--- src/rtl/lut_layer_scheduler.sv ---
// Time-multiplexed evaluator for one layer of 6-input truth-table neurons.
// One neuron per cycle; tables and fan-in maps are programmed while idle.
module lut_layer_scheduler #(
    parameter int NUM_NEURONS = 8,
    parameter int FANIN       = 6,
    parameter int IN_WIDTH    = 32,
    localparam int NW         = $clog2(NUM_NEURONS),
    localparam int IW         = $clog2(IN_WIDTH)
) (
    input  logic                   clk,
    input  logic                   rst,
    input  logic                   cfg_we,
    input  logic                   cfg_sel,
    input  logic [NW+5:0]          cfg_addr,
    input  logic [IW-1:0]          cfg_wdata,
    output logic                   cfg_ready,
    input  logic                   in_valid,
    output logic                   in_ready,
    input  logic [IN_WIDTH-1:0]    in_data,
    output logic                   out_valid,
    input  logic                   out_ready,
    output logic [NUM_NEURONS-1:0] out_data,
    output logic                   busy
);

    typedef enum logic [1:0] {IDLE, EVAL, DONE} state_t;

    state_t                                    state_q;
    logic                                      idle_q, out_valid_q, busy_q;
    logic [IN_WIDTH-1:0]                       vec_q;
    logic [NW-1:0]                             cnt_q;
    logic [NUM_NEURONS-1:0][63:0]              tbl_q;
    logic [NUM_NEURONS-1:0][FANIN-1:0][IW-1:0] map_q;
    logic [NUM_NEURONS-1:0]                    out_q;

    logic [NW-1:0] cfg_neuron;
    logic [5:0]    cfg_entry;
    logic [2:0]    cfg_slot;
    logic          neuron_ok, slot_ok, cfg_fire;
    logic [5:0]    eval_addr;
    logic          eval_bit;

    assign cfg_neuron = cfg_addr[NW+5:6];
    assign cfg_entry  = cfg_addr[5:0];
    assign cfg_slot   = cfg_addr[2:0];
    assign neuron_ok  = (int'(cfg_neuron) < NUM_NEURONS);
    assign slot_ok    = (cfg_slot < 3'(FANIN));
    assign cfg_fire   = cfg_we && (state_q == IDLE) && neuron_ok;

    // Gather the six table-address bits for the neuron under evaluation.
    always_comb begin
        eval_addr = '0;
        for (int k = 0; k < FANIN; k++)
            eval_addr[k] = vec_q[map_q[cnt_q][k]];
    end
    assign eval_bit = tbl_q[cnt_q][eval_addr];

    always_ff @(posedge clk or posedge rst) begin
        if (rst) begin
            state_q     <= IDLE;
            idle_q      <= 1'b1;
            out_valid_q <= 1'b0;
            busy_q      <= 1'b0;
            vec_q       <= '0;
            cnt_q       <= '0;
            tbl_q       <= '0;
            map_q       <= '0;
            out_q       <= '0;
        end else begin
            if (cfg_fire && !cfg_sel)
                tbl_q[cfg_neuron][cfg_entry] <= cfg_wdata[0];
            if (cfg_fire && cfg_sel && slot_ok)
                map_q[cfg_neuron][cfg_slot] <= cfg_wdata;
            case (state_q)
                IDLE: if (in_valid) begin
                    vec_q   <= in_data;
                    cnt_q   <= '0;
                    state_q <= EVAL;
                    idle_q  <= 1'b0;
                    busy_q  <= 1'b1;
                end
                EVAL: begin
                    out_q[cnt_q] <= eval_bit;
                    cnt_q        <= cnt_q + 1'b1;
                    if (cnt_q == NW'(NUM_NEURONS - 1)) begin
                        state_q     <= DONE;
                        out_valid_q <= 1'b1;
                    end
                end
                DONE: if (out_ready) begin
                    state_q     <= IDLE;
                    out_valid_q <= 1'b0;
                    busy_q      <= 1'b0;
                    idle_q      <= 1'b1;
                end
                default: begin
                    state_q     <= IDLE;
                    idle_q      <= 1'b1;
                    out_valid_q <= 1'b0;
                    busy_q      <= 1'b0;
                end
            endcase
        end
    end

    assign in_ready  = idle_q;
    assign cfg_ready = idle_q;
    assign out_valid = out_valid_q;
    assign busy      = busy_q;
    assign out_data  = out_q;

endmodule
--- config.mk ---
export PLATFORM = sky130hd
export DESIGN_NAME = lut_layer_scheduler
export DESIGN_NICKNAME = d
export VERILOG_FILES = /design/src/rtl/lut_layer_scheduler.sv
export SDC_FILE = /design/constraint.sdc
export NUM_CORES = 2
export LEC_CHECK = 0
export BUFFER_PORTS_ARGS = -buffer_cell sky130_fd_sc_hd__buf_4
export CAP_MARGIN = 10
export CORE_UTILIZATION = 60
export CTS_BUF_LIST = sky130_fd_sc_hd__clkbuf_16
export DETAILED_ROUTE_END_ITERATION = 8
export MAX_ROUTING_LAYER = met4
export PLACE_DENSITY = 0.83
export SYNTH_ARGS = -nofsm -noshare
export SYNTH_HDL_FRONTEND = slang
export SYNTH_SLANG_ARGS = --single-unit
--- constraint.sdc ---
create_clock -name clk -period 80 [get_ports clk]
set_clock_uncertainty 0.2 [all_clocks]
set_input_delay 20 -clock clk [delete_from_list [all_inputs] [get_ports clk]]
set_output_delay 20 -clock clk [all_outputs]
set_load 0.02 [all_outputs]
After elaboration in Yosys (flattened, before gate mapping)

Cells that the tools add are included.
W data, S select, Z words.

Register bits: 800
Bits of input ports: 52

Eq/ne operators: 6
$add $sub $neg: 1
Reductions and logical operators: 16
$lt $le $gt $ge: 16
Mux-type cells: 45
Bitwise operators: 2

Operators by type and width:

| operator             | count |
|---|---|
| $bwmux W512          | 1 |
| $bwmux W240          | 1 |
| $bmux W64 S3         | 1 |
| $demux W64 S3        | 1 |
| $mux W64             | 2 |
| $bmux W30 S3         | 1 |
| $demux W30 S3        | 1 |
| $mux W30             | 2 |
| $lt A5 B6 Y1 const B | 6 |
| $bmux W1 S5          | 6 |
| $demux W5 S3         | 1 |
| $lt A6 B7 Y1 const B | 2 |
| $mux W1              | 14 |
| $lt A3 B4 Y1 const B | 3 |
| $ge A3 B1 Y1 const B | 3 |
| $pmux W1 S3          | 3 |
| $reduce_and A3 Y1    | 3 |
| $bwmux W8            | 1 |
| $logic_and A1 B1 Y1  | 8 |
| $bmux W1 S6          | 1 |
| $demux W1 S6         | 1 |
| $ge A6 B1 Y1 const B | 1 |
| $mux W2              | 3 |
| $ne A2 B2 Y1 const B | 3 |
| 15 further kinds     | 17 |

Longest topological paths before layout

Depth after elaboration: 7
Mapped depth: 18
Gate-level depth less buffers: 12

Worst setup path after synthesis

Ideal clock, no wire load.

Kind: input -> register
From: input cfg_addr[7]
To: register tbl_q[149] in the netlist's numbering
Data arrival time: 21981 ps
Data required time: 79735 ps
Buffers on the path: 4
Setup slack: 57754 ps
Stages: 8
Cells stage by stage: clkbuf_1 -> nor3b_1 -> and2_1 -> clkbuf_1 -> buf_1 -> buf_1 -> nand3_1 -> nand2_1

Cells in the longest elaborated chain, start to end: 5
Elaborated cells between the ends (all ways): 6

RTL lines:

| what                                                                      | line | RTL |
|---|---|---|
| start, declared                                                           | 14   | `input logic [NW+5:0] cfg_addr,` |
| $lt A3 B4 Y1 (not written as such) / $ge A3 B1 Y1 (equally long branches) | 71   | `tbl_q[cfg_neuron][cfg_entry] <= cfg_wdata[0];` |
| $logic_and A1 B1 Y1 (not written as such)                                 | 71   |  |
| $mux W64 (not written as such)                                            | 71   |  |
| $demux W64 S3 *                                                           | 71   |  |
| $bwmux W512 *                                                             | 71   |  |
| end signal, assigned by index                                             | 71   |  |
| end, declared                                                             | 32   | `logic [NUM_NEURONS-1:0][63:0] tbl_q;` |

Every way passes the cells marked *; elsewhere a longest branch is shown, timed or not.
A chain may end at the register's enable or synchronous reset.

Worst setup path after layout

From: input cfg_wdata[0]
To: register tbl_q[110] in the netlist's numbering

Cells in the longest elaborated chain, start to end: 1

RTL lines:

| what            | line | RTL |
|---|---|---|
| start, declared | 15   | `input logic [IW-1:0] cfg_wdata,` |
| $bwmux W512     | 71   |  |

No other way between the ends.

==> flow_metrics.py <==
metrics = {
    "run_status": {
        "outcome": "complete, no violations",
    },
    "sta": {
        "fin_setup_tns_ps": 0,
        "drv_slew": 0,
        "fin_crit_sh": 0.283,
        "worst_pin_slew_ps": 1140,
        "setup_ws_ps": 57370,
        "rsz0062_at_grt": "false",
        "fmax_mhz": 44.2,
        "slew_headroom": 0.223,
        "hold_violations": 0,
        "finalSetupViolations": 0,
        "fin_crit_ps": 22630,
    },
    "clock_tree": {
        "path_clk_slew_ps": 60,
        "hold_buffers": 0,
        "clk_latency_ps": 670,
        "clk_path_buf_depth": 3,
        "cts_buffers": 83,
        "cts_resized": 0,
        "cts.sinks": 800,
        "clockRootBuffer": "clkbuf_16",
        "post_cts_buffers": 0,
        "cts_tree": "yes",
        "cts.htree.levels": 3,
    },
    "synth": {
        "netlist-cell-type-count": 82,
        "ys_async_sr_fraction": 1.00,
        "ys_warn_count": 0,
        "dominantRegCellSynth": "dfrtp_1",
        "syn_nets": 3759,
        "syn_avg_cell_area_um2": 11.0,
        "netlist.area_leader.share": 0.492,
        "synth.most_common_cell": "dfrtp_1",
        "synthTopCellsByArea": "dfrtp_1, mux2_2, mux4_2",
        "synth_edf_count": 0,
        "synth_seq_area_share": 0.492,
        "yosys_register_bits": 800,
        "synth_area_leader_cell": "dfrtp_1",
        "yosys-top-cells-count": "dfrtp_1, nand2_1, nand3_1",
        "synthCells": 3705,
        "syn_area_um2": 40700,
    },
    "setup_path": {
        "setup.worst_path.start": "cfg_wdata[0]",
        "reg2reg_from": "cnt_q[1]",
        "cp_slowest_cell": "buf_4",
        "worstPathRequired_ps": 80400,
        "worstPathCellList": "buf_8 > buf_4 > buf_4 > nand3_1 > nand2_1",
        "cpPeakStageDelay_ps": 950,
        "worstSetupPathType": "input port to flop",
        "startpoint_type": "input port",
        "crit_fanout": 171,
        "critPathArrivalTime_ps": 23030,
        "path_common_cell": "buf_4",
        "cp_num_buf_inv": 3,
        "crit_family": "buffers and inverters",
        "cp-end-kind": "flop",
    },
    "floorplan": {
        "start_util": 0.606,
        "dieWidth_um": 262,
        "die_h_um": 262,
        "rows": 95,
        "io_pins": 64,
        "core-area_um2": 67200,
        "die_area_um2": 68800,
    },
    "final_layout": {
        "multiInputGateArea_um2": 19400,
        "layout-drive-gt1-share": 0.242,
        "syn2layout_area_growth_pct": 8.54,
        "regArea_um2": 20000,
        "fillers": 4813,
        "finalNetCount": 3679,
    },
    "drt": {
        "wl_met2_um": 54400,
        "drc": 0,
        "drt_iter0_markers": 4460,
        "totalWireLength_um": 119000,
        "firstDrtPassIters": 6,
        "routedWlPerCell_um": 26.1,
        "vias": 31879,
        "top_layer_used": "met4",
        "wl_met3_um": 14600,
        "drt-met1-wl_um": 42900,
        "via_per_inst": 6.97,
        "drtAntennaViolNets": 0,
    },
    "run": {
        "maxCapViolCount": 0,
    },
    "power_and_ir_drop": {
        "ir_worst_vdd_uv": 26.0,
        "power_density_nw_per_um2": 25.9,
        "p_leak_uw": 0.0217,
    },
    "global_routing": {
        "first_global_vias": 32504,
        "grt_max_degree": 180,
        "grt_overflow": 0,
        "antenna_found_initial": 1,
        "grt_pass1_wl_um": 186000,
        "grt_usage": 0.360,
    },
    "placed_design": {
        "post-dp-hpwl_um": 67200,
        "portBuffers": 63,
        "gp_congestion": 0.931,
        "dpl_worst_slack_ps": 56760,
    },
    "worst_hold_path": {
        "hp-start": "tbl_q[458]",
        "hold_path.class": "flop to flop",
    },
}
-- metrics by stage --
step | power, uW | hold WS [ps] | util | instances | area (um2)
after floorplan | 665 | 266 | - | 3705 | 40700
after global placement | 750 | 282 | 0.617 | 4413 | 41500
after detailed placement | 754 | 287 | 0.617 | 4413 | 41500
after CTS | 1140 | 300 | 0.657 | 4568 | 44100
after global routing | 1170 | 309 | 0.657 | 4569 | 44100
final | 1150 | 296 | 0.657 | 4572 | 44100
-- placed cells by master (no fill, tap or decap), types with 7 or more instances in the layout --
| master | instances |
|---|---|
| nand3b_1 | 14 |
| a31oi_1 | 10 |
| mux2_2 | 415 |
| buf_4 | 110 |
| o21ai_0 | 411 |
| dfrtp_1 | 796 |
| a22oi_1 | 8 |
| nor3b_1 | 8 |
| mux2i_1 | 119 |
| nand2_2 | 9 |
| and3b_1 | 7 |
| nand2_1 | 676 |
| a211oi_1 | 15 |
| and3_1 | 10 |
| o22ai_1 | 14 |
| bufinv_16 | 8 |
| clkinv_1 | 20 |
| clkbuf_16 | 83 |
| and2_1 | 7 |
| nand3_1 | 416 |
| nand2b_1 | 10 |
| clkinv_2 | 15 |
| mux4_2 | 186 |
| inv_1 | 29 |
| nor3_1 | 9 |
| a21oi_1 | 15 |
| nand4_1 | 11 |
| nor2b_1 | 14 |
| nor2_1 | 120 |
-- flip-flops by register name (all words and copies together), names as in the netlist --
register,count
busy,1
cfg_ready,1
cnt_q,3
map_q,240
out_data,8
out_valid,1
state_q,2
tbl_q,512
vec_q,32
-- area by class of cell --
class                      count  share of cell area
antenna                        4            0.000227
clock buffer                  83              0.0470
clock inverter                72              0.0136
inverter                      12             0.00119
multi-input combinational   2613               0.439
sequential                   800               0.454
tap                          873              0.0247
timing repair buffer         115              0.0209
-- metal layers --
layer | track usage | vias up
met4 | 0.198 | 0
met1 | 0.450 | 15859
met5 | - | -
met2 | 0.535 | 2266
met3 | 0.0980 | 563
li1 | - | 13191
-- power breakdown --
part           internal, uW  switching (uW)  leakage, uW  total, uW
combinational           111             181      0.00929        292
sequential              424            42.8       0.0111        467
clock                   216             170      0.00139        386
total                   751             394       0.0217       1150
-- final timing paths --
kind	end	slack, ps	cells after the start
min	tbl_q[458]	300	1
max reg2reg	out_data[6]	73380	13
max in group asynchronous	map_q[218]	57880	4
min reg2reg	tbl_q[458]	300	1
max	tbl_q[110]	57370	5
min in group asynchronous	busy	19340	2
-- cell families (layout without fill, tap and decap cells) --
group,count (synthesis),after routing,synth area share
other cells,0,4,0
compound gates,533,533,0.0740
flops,800,800,0.492
buf+inv,292,282,0.0332
simple gates,1347,1347,0.147
mux,731,731,0.253
fa+ha+maj,2,2,0.000615
No activity file was read; power rests on OpenSTA's default activity.
